--- src/rtl/sid_reg_write_rx.sv ---
// ============================================================================
// sid_reg_write_rx : SID-style voice/filter register file written over a
//                    slow strobed host bus (synchronised strobe, edge accept)
// Revision         : 1.0
// ============================================================================
`default_nettype none

module sid_reg_write_rx (
    input  logic        clk,
    input  logic        rst,
    input  logic [7:0]  ui_in,
    input  logic [7:0]  uio_in,
    output logic [47:0] v_freq,
    output logic [35:0] v_pw,
    output logic [23:0] v_ad,
    output logic [23:0] v_sr,
    output logic [23:0] v_wav,
    output logic [10:0] f_cutoff,
    output logic [7:0]  f_res_filt,
    output logic [7:0]  f_mode_vol,
    output logic        wr_pulse,
    output logic [2:0]  gate_on,
    output logic [2:0]  gate_off
);

    localparam int NUM_VOICES = 3;

    logic       s1_q, s2_q, s3_q;
    logic       accept;
    logic [2:0] addr;
    logic [1:0] voice;
    logic [7:0] data;
    logic       wr_pulse_q;
    logic       unused_bits;

    assign addr        = ui_in[2:0];
    assign voice       = ui_in[4:3];
    assign data        = uio_in;
    assign unused_bits = ^ui_in[6:5];

    // The host bus is asynchronous to clk; only the strobe is synchronised,
    // address and data are held stable long before the synchronised edge.
    assign accept = s2_q & ~s3_q;

    always_ff @(posedge clk or posedge rst) begin
        if (rst) begin
            s1_q       <= 1'b0;
            s2_q       <= 1'b0;
            s3_q       <= 1'b0;
            wr_pulse_q <= 1'b0;
        end else begin
            s1_q       <= ui_in[7];
            s2_q       <= s1_q;
            s3_q       <= s2_q;
            wr_pulse_q <= accept;
        end
    end

    assign wr_pulse = wr_pulse_q;

    generate
        for (genvar n = 0; n < NUM_VOICES; n++) begin : g_voice
            localparam logic [1:0] VOICE_ID = 2'(n);

            logic        sel;
            logic [15:0] freq_q, freq_d;
            logic [11:0] pw_q, pw_d;
            logic [7:0]  ad_q, ad_d;
            logic [7:0]  sr_q, sr_d;
            logic [7:0]  wav_q, wav_d;
            logic        gate_on_q, gate_on_d;
            logic        gate_off_q, gate_off_d;

            assign sel = accept && (voice == VOICE_ID);

            always_comb begin
                freq_d     = freq_q;
                pw_d       = pw_q;
                ad_d       = ad_q;
                sr_d       = sr_q;
                wav_d      = wav_q;
                gate_on_d  = 1'b0;
                gate_off_d = 1'b0;
                if (sel) begin
                    case (addr)
                        3'd0: freq_d[7:0]  = data;
                        3'd1: freq_d[15:8] = data;
                        3'd2: pw_d[7:0]    = data;
                        3'd3: pw_d[11:8]   = data[3:0];
                        3'd4: ad_d         = data;
                        3'd5: sr_d         = data;
                        3'd6: begin
                            wav_d      = data;
                            // Gate edges are judged against the old bit0, so a
                            // rewrite of the same gate value stays silent.
                            gate_on_d  = data[0] & ~wav_q[0];
                            gate_off_d = ~data[0] & wav_q[0];
                        end
                        default: ;
                    endcase
                end
            end

            always_ff @(posedge clk or posedge rst) begin
                if (rst) begin
                    freq_q     <= '0;
                    pw_q       <= '0;
                    ad_q       <= '0;
                    sr_q       <= '0;
                    wav_q      <= '0;
                    gate_on_q  <= 1'b0;
                    gate_off_q <= 1'b0;
                end else begin
                    freq_q     <= freq_d;
                    pw_q       <= pw_d;
                    ad_q       <= ad_d;
                    sr_q       <= sr_d;
                    wav_q      <= wav_d;
                    gate_on_q  <= gate_on_d;
                    gate_off_q <= gate_off_d;
                end
            end

            assign v_freq[16*n +: 16] = freq_q;
            assign v_pw[12*n +: 12]   = pw_q;
            assign v_ad[8*n +: 8]     = ad_q;
            assign v_sr[8*n +: 8]     = sr_q;
            assign v_wav[8*n +: 8]    = wav_q;
            assign gate_on[n]         = gate_on_q;
            assign gate_off[n]        = gate_off_q;
        end
    endgenerate

    logic        fsel;
    logic [10:0] cutoff_q, cutoff_d;
    logic [7:0]  res_filt_q, res_filt_d;
    logic [7:0]  mode_vol_q, mode_vol_d;

    assign fsel = accept && (voice == 2'd3);

    always_comb begin
        cutoff_d   = cutoff_q;
        res_filt_d = res_filt_q;
        mode_vol_d = mode_vol_q;
        if (fsel) begin
            case (addr)
                3'd0:    cutoff_d[2:0]  = data[2:0];
                3'd1:    cutoff_d[10:3] = data;
                3'd2:    res_filt_d     = data;
                3'd3:    mode_vol_d     = data;
                default: ;
            endcase
        end
    end

    always_ff @(posedge clk or posedge rst) begin
        if (rst) begin
            cutoff_q   <= '0;
            res_filt_q <= '0;
            mode_vol_q <= '0;
        end else begin
            cutoff_q   <= cutoff_d;
            res_filt_q <= res_filt_d;
            mode_vol_q <= mode_vol_d;
        end
    end

    assign f_cutoff   = cutoff_q;
    assign f_res_filt = res_filt_q;
    assign f_mode_vol = mode_vol_q;

endmodule

`default_nettype wire

--- config.mk ---
export PLATFORM = sky130hd
export DESIGN_NAME = sid_reg_write_rx
export DESIGN_NICKNAME = d
export VERILOG_FILES = /design/src/rtl/sid_reg_write_rx.sv
export SDC_FILE = /design/constraint.sdc
export NUM_CORES = 1
export LEC_CHECK = 0
export ABC_CLOCK_PERIOD_IN_PS = 6030
export BUFFER_PORTS_ARGS = -buffer_cell sky130_fd_sc_hd__buf_2
export CAP_MARGIN = 20
export CORE_UTILIZATION = 49
export CTS_BUF_LIST = sky130_fd_sc_hd__clkbuf_2 sky130_fd_sc_hd__clkbuf_4 sky130_fd_sc_hd__clkbuf_8
export DETAILED_ROUTE_END_ITERATION = 8
export GPL_TIMING_DRIVEN = 0
export HOLD_SLACK_MARGIN = 0.12
export PLACE_DENSITY = 0.85
export SYNTH_ARGS = -nofsm -noshare
export SYNTH_HDL_FRONTEND = slang
export SYNTH_SLANG_ARGS = --single-unit
--- constraint.sdc ---
create_clock -name clk -period 6.03 [get_ports clk]
set_input_delay 1.206 -clock clk [delete_from_list [all_inputs] [get_ports clk]]
set_output_delay 1.206 -clock clk [all_outputs]
set_load 0.01 [all_outputs]
# Word-level counts from Yosys, hierarchy flattened
# Index checks and enable logic that the tools add are counted.
# W data, S select, Z words.
[classes] eq_ne=9 n_mux=12 n_bitwise=12 reduce_logical=31
[op_table] op="$reduce_and A2 Y1" count=25
[op_table] op="$mux W1" count=12
[op_table] op="$eq A3 B3 Y1 const B" count=3
[op_table] op="$and A1 B1 Y1" count=7
[op_table] op="$eq A3 B2 Y1 const B" count=2
[op_table] op="$not A1 Y1" count=5
[op_table] op="$eq A2 B2 Y1 const B" count=2
[op_table] op="$logic_and A1 B1 Y1" count=4
[op_table] op="$eq A3 B1 Y1 const B" count=1
[op_table] op="$logic_not A3 Y1" count=1
[op_table] op="$eq A2 B1 Y1 const B" count=1
[op_table] op="$logic_not A2 Y1" count=1
[word_totals] regBits=193 word_cells=99

# Logic depth before layout (Yosys ltp)
[logic_depth] word_depth=4 ltp_mapped=4 ltp_nobuf=3

# Worst setup path after synthesis
# OpenSTA, ideal clock, no wires.
[synth_path] path_kind="input-to-reg" from="in ui_in[4]" to="reg g_voice[0].sr_q[1]" setup_time_ns=0.125 t_arrival_ns=2.376 required_time_ns=5.905 path_slack_ns=3.529 path_stages=4 path_buffers=1 cell_sequence="or4b_1 > buf_2 > nor2_8 > mux2_2"
[synth_via] elab_chain_len=3
[synth_rtl] element="start: declaration" line="11" text="input logic [7:0] ui_in,"
[synth_rtl] element="$logic_not A2 Y1" line="74" text="assign sel = accept && (voice == VOICE_ID);"
[synth_rtl] element="$logic_and A1 B1 Y1" line="74"
[synth_rtl] element="$reduce_and A2 Y1 (no source line)"
[synth_rtl] element="end signal: assignment" line="117" text="sr_q <= sr_d;"
[synth_rtl] element="end: declaration" line="69" text="logic [7:0] sr_q, sr_d;"
# Every way passes these cells.
# A chain may end at the register's enable or synchronous reset.

# Worst setup path after layout
[layout_path] from="in ui_in[2]" to="reg g_voice[2].ad_q[4]"
[layout_via] elab_chain_len=2
[layout_rtl] element="$eq A3 B3 Y1" line="85" text="case (addr)"
[layout_rtl] element="$reduce_and A2 Y1 (no source line)"
[layout_rtl] element="end signal: assignment" line="108" text="ad_q <= '0;"
[layout_rtl] element="end signal: assignment" line="116" text="ad_q <= ad_d;"
[layout_rtl] element="end: declaration" line="68" text="logic [7:0] ad_q, ad_d;"
# Every way passes these cells.

==> metrics.md <==
| Metric | Value |
|---|---|
| Hold Fails Final Rpt | `0` |
| Max VDD drop | `between 150 and 200 uV` |
| Post-DP HPWL | `13,000 um` |
| Post-CTS Hold Buffers | `0` |
| Setup CP Type | `in -> reg` |
| Die height | `roughly 120 um` |
| CP Max Fanout | `8` |
| Starting Density | `between 50 and 60%` |
| Mux cell area share after synthesis | `between 20% and 30%` |
| Largest net degree at the start of global routing | `44` |
| Total track usage | `23.8%` |
| Setup TNS | `0 ps` |
| Largest family of logic cells by synthesized area | `multiplexers` |
| Maximum clock frequency | `roughly 0.42 GHz` |
| Setup crit end kind | `register` |
| Total grt overflow | `0` |
| DP Area | `8700 um2` |
| Total CTS buffers | `17` |
| Vias in the first global route | `between 4,000 and 5,000` |
| Antenna violations before repair | `2` |
| First DRT Iteration DRCs | `approximately 180` |
| Drt wl/cell | `~20 um` |
| Post-cts sizing count | `0` |
| Clk sink count | `around 190` |
| Setup Buffers After CTS | `0` |
| Post-synthesis cell type count | `25` |
| Core area | `14,600 um2` |
| Sequential element share of the synthesized area | `65.6%` |
| Via/cell ratio | `around 5.3` |
| Post-Syn Nets | `470` |
| H-tree depth | `4` |
| DP Worst Slack | `3130 ps` |
| Slew Limit Fails | `0` |
| Row Count | `44` |
| RSZ-0062 raised after global routing | `false` |
| Clock skew | `about 15 ps` |
| Synthesized area per cell | `about 16 um2` |
| Synth Area in Compound Gates | `0%` |
| Layout cell share with drive strength beyond 1 | `between 60% and 70%` |
| WL final | `17,600 um` |
| CTS tree | `built` |
| Max Cap Violations | `0` |
| Synth Area in XOR/XNOR | `0%` |
| Die Area | `between 15,000 and 20,000 um2` |
| Post-Synth Simple-Gate Area | `4.70%` |
| WP data arrival | `between 2000 and 3000 ps` |
| WHS | `between 300 and 400 ps` |
| Relative slew slack | `38.1%` |
| Boundary Pins | `between 200 and 250` |
| Worst-skew pair later-pin latency | `460 ps` |
| LEAKAGE | `approximately 5 nW` |
| Tot Pwr | `around 2.8 mW` |
| Worst-Margin Slew | `between 900 and 1000 ps` |
| First-pass GRT wire length | `roughly 28,000 um` |
| Area Growth Syn to Fin | `23.5%` |
| Finished Core Util | `just over 60%` |
| Outcome | `completed` |
| Most frequent cells in the layout | `buf_2, dfrtp_1, mux2_2` |
| Design area | `9090 um2` |
| CTS clk-pin slew, worst paths | `about 90 ps` |
| GPL Wtd Cong | `roughly 0.77` |
| Cell count after synthesis | `452` |
| Max Root-Sink Buffers | `2` |
| Worst EP required | `~6400 ps` |
| PD cells | `between 300 and 400 nW/um2` |
| Worst hold path class | `reg -> reg` |
| Tcrit/Tclk final | `approximately two fifths` |
| Final worst slack | `between 3000 and 4000 ps` |
| Synth warn | `0` |
| Most common cell after layout, fill and taps aside | `buf_2` |
| Nets | `between 600 and 700` |
| DRC errors left | `0` |
| Final ANT Viol Nets | `0` |
| DR vias | `~4,600` |
| Synth Area in Adders | `0%` |
| Cell Count, Final, Fillers Out | `878` |
| Chip width | `125 um` |
| Placed cell count | `approximately 840` |
| Synthesized flop and latch total | `roughly 190` |
| DR pass1 iterations | `4` |
| Final setup viols | `0` |
| Startpoint Class | `primary input` |
| Root buf cell | `clkbuf_8` |
| Fin crit period | `2400 ps` |
| Quantity of I/O buffers inserted on ports | `204` |
| Synth Cell Area | `7370 um2` |
==> registers in the layout (all words and copies together) (netlist names), 8 cells and up <==
register        count
f_mode_vol          8
g_voice.wav_q      24
g_voice.sr_q       24
g_voice.freq_q     48
g_voice.ad_q       24
f_cutoff           11
g_voice.pw_q       36
f_res_filt          8
==> kinds of logic after synthesis <==
family | count (synthesis)
flip-flops | 193
buffers and inverters | 28
AND/OR/NAND/NOR | 48
multiplexers | 183
==> Yosys cell counts <==
cell type | instances | area [um2]
and3_1 | 3 | 18.8
and4b_1 | 1 | 10.0
buf_2 | 2 | 10.0
buf_4 | 6 | 45.0
clkbuf_1 | 19 | 71.3
dfrtp_1 | 193 | 4830
inv_1 | 1 | 3.75
mux2_1 | 7 | 78.8
mux2_2 | 176 | 1980
nand2_1 | 11 | 41.3
nand2_2 | 4 | 25.0
nand3b_1 | 3 | 22.5
nand4b_1 | 1 | 8.76
nand4bb_1 | 2 | 22.5
nor2_1 | 3 | 11.3
nor2_2 | 4 | 25.0
nor2_4 | 1 | 11.3
nor2_8 | 2 | 40.0
nor2b_1 | 2 | 12.5
nor3_1 | 4 | 20.0
nor3b_1 | 1 | 7.51
nor3b_2 | 2 | 25.0
nor4b_2 | 1 | 15.0
nor4bb_1 | 2 | 20.0
or4b_1 | 1 | 10.0
==> final timing paths <==
path | start | to | slack (ps) | cells past startpoint
max in group asynchronous | rst | g_voice[2].sr_q[0] | 4140 | 4
hold / removal | s1_q | s2_q | 370 | 0
hold reg to reg | s1_q | s2_q | 370 | 0
min in group asynchronous | rst | g_voice[1].pw_q[5] | 940 | 2
setup / recovery | ui_in[2] | g_voice[2].ad_q[4] | 3630 | 4
setup reg to reg | s3_q | g_voice[2].freq_q[4] | 4100 | 4
==> worst max-delay path: stages <==
cell and delay, ps:
buf_2 160, nor3b_1 580, nand2_1 400, mux2_1 400
==> metal layers <==
| layer | vias up | routed length [um] | GRT usage [%] |
|---|---|---|---|
| met1 | 2414 | 7590 | 30.9 |
| li1 | 2046 | - | - |
| met4 | 0 | 526 | 10.8 |
| met5 | - | 0 | 0 |
| met3 | 39 | 766 | 5.28 |
| met2 | 142 | 8740 | 38.3 |
==> layout make-up <==
cell class | instances | area (um2)
well taps | 184 | 230
clock inverters | 10 | 104
fillers | 1110 | 5490
repair buffers | 208 | 1100
diodes | 2 | 5.00
inverters | 1 | 7.51
clock buffers | 22 | 284
plain buffers | 27 | 126
multi-input cells | 231 | 2410
flip-flops and latches | 193 | 4830
==> power by group <==
| group | total (mW) | switching [mW] | internal (mW) |
|---|---|---|---|
| clock network | 0.813 | 0.446 | 0.367 |
| logic | 0.491 | 0.255 | 0.236 |
| registers | 1.54 | 0.0831 | 1.45 |
| total | 2.84 | 0.785 | 2.06 |
Power figures use the tool's default switching activity.
